[src/rtl/am_demodulate.sv]
// AM envelope detector: register, full-wave rectify, boxcar average over 2^AVG_LOG2 samples.
// Optional DC removal with a leaky integrator when AM_DEMOD_DC_BLOCK_EN is defined.
module am_demodulate #(
  parameter int INPUT_WIDTH = 12,
  parameter int AVG_LOG2    = 6,
  parameter int DC_SHIFT    = 8
) (
  input  logic                          clk_in,
  input  logic                          RST,
  input  logic signed [INPUT_WIDTH-1:0] AM_wave,
  output logic signed [INPUT_WIDTH-1:0] wave_out,
  output logic                          wave_valid
);

  localparam int RW    = INPUT_WIDTH - 1;
  localparam int SUM_W = RW + AVG_LOG2;
  localparam int DEPTH = 1 << AVG_LOG2;
  localparam logic [AVG_LOG2-1:0] LAST_IDX = AVG_LOG2'(DEPTH - 1);

  typedef enum logic {FILL, RUN} state_t;

  state_t state_q, state_d;

  logic signed [INPUT_WIDTH-1:0] am_q, am_d, am_neg;
  logic                          v1_q, v1_d;
  logic [RW-1:0]                 rect_q, rect_d;
  logic                          v2_q, v2_d;
  logic [SUM_W-1:0]              sum_q, sum_d;
  logic [RW-1:0]                 oldest_q, oldest_eff;
  logic [AVG_LOG2-1:0]           wr_ptr_q, wr_ptr_d;
  logic [AVG_LOG2-1:0]           fill_cnt_q, fill_cnt_d;
  logic [RW-1:0]                 env;
  logic [INPUT_WIDTH-1:0]        out_q, out_d;
  logic                          valid_q, valid_d;
  logic                          use_oldest, fill_inc, sum_full;

  logic [RW-1:0] buf_mem [DEPTH];

  // FSM: state register
  always_ff @(posedge clk_in) begin
    if (RST) state_q <= FILL;
    else     state_q <= state_d;
  end

  // FSM: next state
  always_comb begin
    state_d = state_q;
    if (state_q == FILL && v2_q && fill_cnt_q == LAST_IDX)
      state_d = RUN;
  end

  // FSM: outputs
  always_comb begin
    use_oldest = (state_q == RUN);
    sum_full   = (state_q == RUN);
    fill_inc   = (state_q == FILL) && v2_q;
  end

  always_comb begin
    am_d   = AM_wave;
    v1_d   = 1'b1;
    am_neg = -am_q;
    if (am_q == {1'b1, {RW{1'b0}}})
      rect_d = '1;
    else if (am_q[INPUT_WIDTH-1])
      rect_d = am_neg[RW-1:0];
    else
      rect_d = am_q[RW-1:0];
    v2_d = v1_q;

    // During FILL the buffer holds stale data, so the departing sample counts as zero
    oldest_eff = use_oldest ? oldest_q : '0;
    sum_d      = sum_q;
    wr_ptr_d   = wr_ptr_q;
    if (v2_q) begin
      sum_d    = sum_q + {{AVG_LOG2{1'b0}}, rect_q} - {{AVG_LOG2{1'b0}}, oldest_eff};
      wr_ptr_d = wr_ptr_q + 1'b1;
    end
    fill_cnt_d = fill_inc ? fill_cnt_q + 1'b1 : fill_cnt_q;

    env     = sum_q[SUM_W-1:AVG_LOG2];
    valid_d = sum_full;
  end

`ifdef AM_DEMOD_DC_BLOCK_EN
  localparam int DC_W = RW + DC_SHIFT;

  logic [DC_W-1:0] dc_acc_q, dc_acc_d;
  logic [RW-1:0]   dc_sub;

  always_comb begin
    dc_sub   = dc_acc_q[DC_W-1:DC_SHIFT];
    dc_acc_d = dc_acc_q;
    if (state_q == RUN)
      dc_acc_d = dc_acc_q + {{DC_SHIFT{1'b0}}, env} - {{DC_SHIFT{1'b0}}, dc_sub};
    out_d = {1'b0, env} - {1'b0, dc_sub};
  end

  always_ff @(posedge clk_in) begin
    if (RST) dc_acc_q <= '0;
    else     dc_acc_q <= dc_acc_d;
  end
`else
  always_comb begin
    out_d = {1'b0, env};
  end
`endif

  always_ff @(posedge clk_in) begin
    if (RST) begin
      am_q       <= '0;
      v1_q       <= 1'b0;
      rect_q     <= '0;
      v2_q       <= 1'b0;
      sum_q      <= '0;
      wr_ptr_q   <= '0;
      fill_cnt_q <= '0;
      out_q      <= '0;
      valid_q    <= 1'b0;
    end else begin
      am_q       <= am_d;
      v1_q       <= v1_d;
      rect_q     <= rect_d;
      v2_q       <= v2_d;
      sum_q      <= sum_d;
      wr_ptr_q   <= wr_ptr_d;
      fill_cnt_q <= fill_cnt_d;
      out_q      <= out_d;
      valid_q    <= valid_d;
    end
  end

  // Registered read one slot ahead of the write so the departing sample lines up with rect_q
  always_ff @(posedge clk_in) begin
    if (v2_q) buf_mem[wr_ptr_q] <= rect_q;
    oldest_q <= buf_mem[wr_ptr_d];
  end

  assign wave_out   = out_q;
  assign wave_valid = valid_q;

endmodule

[config.mk]
export PLATFORM = sky130hd
export DESIGN_NAME = am_demodulate
export DESIGN_NICKNAME = d
export VERILOG_FILES = /design/src/rtl/am_demodulate.sv
export SDC_FILE = /design/constraint.sdc
export NUM_CORES = 1
export LEC_CHECK = 0
export CAP_MARGIN = 20
export CORE_MARGIN = 2
export CORE_UTILIZATION = 25
export DETAILED_ROUTE_END_ITERATION = 12
export GPL_TIMING_DRIVEN = 0
export PLACE_DENSITY_LB_ADDON = 0.3
export SYNTH_ARGS = -nofsm -noshare
export SYNTH_HDL_FRONTEND = slang
export SYNTH_SLANG_ARGS = --single-unit
[constraint.sdc]
create_clock -name clk_in -period 5.3 [get_ports clk_in]
set_clock_uncertainty 0.1 [all_clocks]
set_input_delay 1.325 -clock clk_in [delete_from_list [all_inputs] [get_ports clk_in]]
set_output_delay 1.325 -clock clk_in [all_outputs]
set_load 0.02 [all_outputs]
# [After elaboration in Yosys (flattened, before gate mapping)]
# Memory sizes are Yosys's and may differ from the RTL's. A register that Yosys moved wholly into a read port is not among the register bits.
# Index checks and enable logic that the tools add are counted.
[totals] reg_bits=68 mem_bits_rw=704 input_bits=14 elab_cells=29 mem_count=1
[classes] addsub=5 n_eq_ne=2 mux=7 bitwise_logic=1 n_reduce_logical=2
[mem_list] memory="buf_mem" depth=64 width=11 read_ports=1 rd_ports_with_merged_regs=1 wr=1 line_no="37" rtl="logic [RW-1:0] buf_mem [DEPTH];"
[op_table] cell="11-bit two-way mux" n=3
[op_table] cell="17-bit by 11-bit adder with 17-bit output" n=1
[op_table] cell="17-bit by 11-bit subtractor with 17-bit output" n=1
[op_table] cell="6-bit by 1-bit adder with 6-bit output (second input constant)" n=2
[op_table] cell="12-bit == test (second input constant)" n=1
[op_table] cell="11-bit negation" n=1
[op_table] cell="6-bit == test (second input constant)" n=1
[op_table] cell="6-bit two-way mux" n=1
[op_table] cell="1-bit two-way mux" n=3
[op_table] cell="1-bit logical AND" n=2
[op_table] cell="1-bit NOT" n=1

# [Longest topological paths before layout]
[depth] depth_word=3 mapped_depth=14 ltp_nobuf=13

# [Worst setup path after synthesis]
# No wires, ideal clock.
[synth_path] kind="register to register" start="reg rect_q[2]" end="reg sum_q[16]" arrival_ps=3576 required_ps=5079 setup_slack_ps=1503 path_stages_with_launch=12 period_less_slack_ps=3797 path_cell_list="dfxtp_1 -> inv_1 -> fa_1 -> inv_1 -> ha_1 -> nor2b_1 -> o31ai_1 -> nand3_1 -> a21bo_2 -> a31oi_1 -> mux2i_1 -> mux2_2"
[synth_via] elab_chain_cells=2
[synth_lines] element="from (decl)" line_no="26" rtl="logic [RW-1:0] rect_q, rect_d;"
[synth_lines] element="from (signal assigned)" line_no="123" rtl="rect_q <= rect_d;"
[synth_lines] element="17-bit by 11-bit adder with 17-bit output" line_no="76" rtl="sum_d = sum_q + {{AVG_LOG2{1'b0}}, rect_q} - {{AVG_LOG2{1'b0}}, oldest_eff};"
[synth_lines] element="17-bit by 11-bit subtractor with 17-bit output" line_no="76"
[synth_lines] element="to (signal assigned)" line_no="125" rtl="sum_q <= sum_d;"
[synth_lines] element="to (decl)" line_no="28" rtl="logic [SUM_W-1:0] sum_q, sum_d;"
# Every way passes these cells.
# A chain may end at the register's enable or synchronous reset.

# [Final worst setup path]
[layout_path] start="reg wr_ptr_q[0]" end="reg oldest_q[7] (read register of buf_mem)"
[layout_via] elab_chain_cells=2
[layout_lines] element="from (decl)" line_no="30" rtl="logic [AVG_LOG2-1:0] wr_ptr_q, wr_ptr_d;"
[layout_lines] element="from (signal assigned)" line_no="126" rtl="wr_ptr_q <= wr_ptr_d;"
[layout_lines] element="6-bit by 1-bit adder with 6-bit output" line_no="77" rtl="wr_ptr_d = wr_ptr_q + 1'b1;"
[layout_lines] element="6-bit two-way mux *" line_no="75" rtl="if (v2_q) begin"
[layout_lines] element="to (decl)" line_no="29" rtl="logic [RW-1:0] oldest_q, oldest_eff;"
# Mark *: on every way between the ends. The rest lies on a longest branch, timed or not.

==> impl_metrics.json <==
{
  "path_class": "reg -> reg",
  "grt_pass1_vias": 21300,
  "row_count": 137,
  "power_frac_comb_pct": 11.2,
  "die_h_um": 379,
  "layout-drive-gt1-share_pct": 25.3,
  "worst_ep_arrival_time_ns": 4.53,
  "synth_warnings": 0,
  "timing.final.crit_share_pct": 78.7,
  "slew_headroom_pct": 33.4,
  "cts_made_buffers": 84,
  "required_ns": 5.66,
  "p_sw_uw": 3540,
  "ir_drop_mv": 0.223,
  "async_flop_share_pct": 0,
  "cts.repair.resized": 0,
  "syn_area_um2": 35200,
  "start_util_pct": 25.2,
  "ys_ff_latch": 782,
  "hold_viol": 0,
  "rsz0062_at_grt": "no",
  "clock_latency_ns": 0.66,
  "final_cells": 4240,
  "syn_area_per_cell_um2": 16.7,
  "cts.clk_slew.worst_paths_ns": 0.06,
  "synthSimpleGateAreaFrac_pct": 6.77,
  "gr-total-overflow": 0,
  "synth_seq_area_share_pct": 64.5,
  "final_common_cell": "edfxtp_1",
  "cts_hold_buf": 0,
  "dr_total_vias": 20800,
  "max_slew.worst_pin.slew_ns": 1.00,
  "status": "complete, no violations",
  "gp_congestion": 0.881,
  "tritoncts": "built",
  "drv_cap": 0,
  "grt_pass1_wl_um": 151000,
  "worstSetupEndpointType": "flip-flop",
  "intPower_uw": 11000,
  "synth-compound-area-share_pct": 3.30,
  "cp-start-kind": "flip-flop",
  "synth_xor_area_share_pct": 0.836,
  "coreArea_um2": 140000,
  "setup_viol": 0,
  "io_pins": 27,
  "setup_tns_ns": 0,
  "antenna_found_initial": 1,
  "drt-initial-drc-count": 2287,
  "postPlaceCellArea_um2": 38500,
  "grt_usage_pct": 14.3,
  "synth_top_family_by_area": "multiplexers",
  "die_w_um": 379,
  "min_path_type": "reg -> reg",
  "maxSlewViolCount": 0,
  "area_delta_synth_final_pct": 17.6,
  "numClockSinks": 782,
  "drt-wirelength-per-cell_um": 24.4,
  "syn-instance-count": 2106,
  "clockBufferDepth": 3,
  "switching_share_pct": 24.3,
  "synth_enable_flop_cells": 704,
  "route.detailed.drc": 0,
  "muxShareOfSynthArea_pct": 20.7,
  "vias_per_cell": 4.92,
  "port_buffers": 24,
  "synth.top_cell.area_share_pct": 60.1,
  "dieArea_um2": 144000,
  "finish.instance_area_um2": 41400,
  "seq_power_share_pct": 47.5,
  "pwr-share-clk_pct": 41.2,
  "synthAdderAreaFrac_pct": 1.34,
  "synth.net_count": 2151,
  "cp_max_fo": 10,
  "root_buffer": "clkbuf_16",
  "grt_max_degree": 66,
  "netlist_top_cells_area": "edfxtp_1 60%, mux4_2 19%, dfxtp_1 4.4%",
  "total_leakage_power_uw": 0.0133,
  "dp_hpwl_um": 73500,
  "synth.distinct_cells": 61,
  "postCtsSetupBuffers": 0,
  "dr.pass1.iters": 5,
  "routed_wirelength_um": 103000,
  "nets": 2336,
  "htree_levels": 3,
  "ys_dominant_reg_cell": "edfxtp_1",
  "synth_area_leader_cell": "edfxtp_1",
  "min_period_ns": 4.17,
  "dpl.cell_count": 4070,
  "pwr_density_cell_nw_per_um2": 352,
  "final_cell_mix": "704 x edfxtp_1, 303 x mux4_2, 269 x nand2_1",
  "fmax_ghz": 0.240,
  "ant_nets": 0
}
## worst max-delay path, stage by stage (launching register included)
cell and delay (ns):
dfxtp_1 0.32, ha_1 0.46, buf_2 0.37, clkbuf_1 0.78, mux4_2 0.41, nand2_1 0.08, nand2_1 0.21, a22oi_1 0.21
o221ai_1 0.14, a22oi_1 0.59, nand3_1 0.29
## synth_stat cells, drive strengths merged, types with 12 or more instances
| library cell | count |
|---|---|
| a31oi | 26 |
| nand3 | 90 |
| nand2 | 269 |
| and2 | 13 |
| clkbuf | 53 |
| xnor2 | 12 |
| buf | 81 |
| mux2i | 42 |
| a21oi | 27 |
| dfxtp | 78 |
| inv | 56 |
| nor2 | 112 |
| o21ai | 22 |
| edfxtp | 704 |
| ha | 20 |
| mux4 | 304 |
| nand4 | 23 |
| nor2b | 24 |
| a22oi | 35 |
| xor2 | 19 |
## registers in the layout (all words and copies together), names as in the netlist
signal and cells:
am_q 12, buf_mem 704, fill_cnt_q 6, oldest_q 11
rect_q 11, state_q 1, sum_q 17, v1_q 1
v2_q 1, wave_out 11, wave_valid 1, wr_ptr_q 6
## power by group through the flow
stage | registers (uW) | clock network, uW | logic [uW]
after detailed placement | 7060 | 0 | 1640
after floorplan | 7050 | 0 | 1100
after global placement | 7120 | 0 | 1540
after global routing | 6940 | 6350 | 1780
after CTS | 6930 | 6110 | 1650
final | 6930 | 6000 | 1640
## logic make-up (layout without fill, tap and decap cells)
family / count (synthesis) / in the layout
compound gates: 171 / 171
xor+xnor: 31 / 31
fa+ha+maj: 31 / 31
buf+inv: 191 / 448
flops: 782 / 782
mux: 347 / 347
other cells: 1 / 2
simple gates: 552 / 552
## stage by stage
step | setup slack, ns | hold slack [ns] | power [uW] | util [%]
after floorplan | 1.50 | 0.314 | 8140 | -
after global placement | -0.129 | 0.339 | 8670 | 27.1
after detailed placement | 1.12 | 0.343 | 8690 | 27.6
after CTS | 1.14 | 0.352 | 14700 | 29.6
after global routing | 0.896 | 0.356 | 15100 | 29.7
final | 1.13 | 0.355 | 14600 | 29.7
## final timing paths
kind              slack (ns)        start  cells after the start           to
setup / recovery        1.13  wr_ptr_q[0]                     10  oldest_q[7]
setup reg to reg        1.13  wr_ptr_q[0]                     10  oldest_q[7]
hold reg to reg         0.36         v1_q                      1         v2_q
hold / removal          0.36         v1_q                      1         v2_q
## layer usage
layer  share of wire [%]  up-vias  track usage [%]
met3                 7.3      156             2.44
met1                  42    11000             19.3
li1                    -     8764                -
met2                  47      900             23.1
met4                 3.3        0             5.42
met5                   0        -                0
## final cells by class
class / instances / area (um^2)
clock buffers: 108 / 2310
fillers: 13800 / 98100
flip-flops and latches: 782 / 22700
inverters: 57 / 214
clock inverters: 50 / 520
diodes: 1 / 2.50
plain buffers: 134 / 677
well taps: 1876 / 2350
multi-input cells: 1133 / 11600
repair buffers: 99 / 1010
Power figures use the tool's default switching activity.
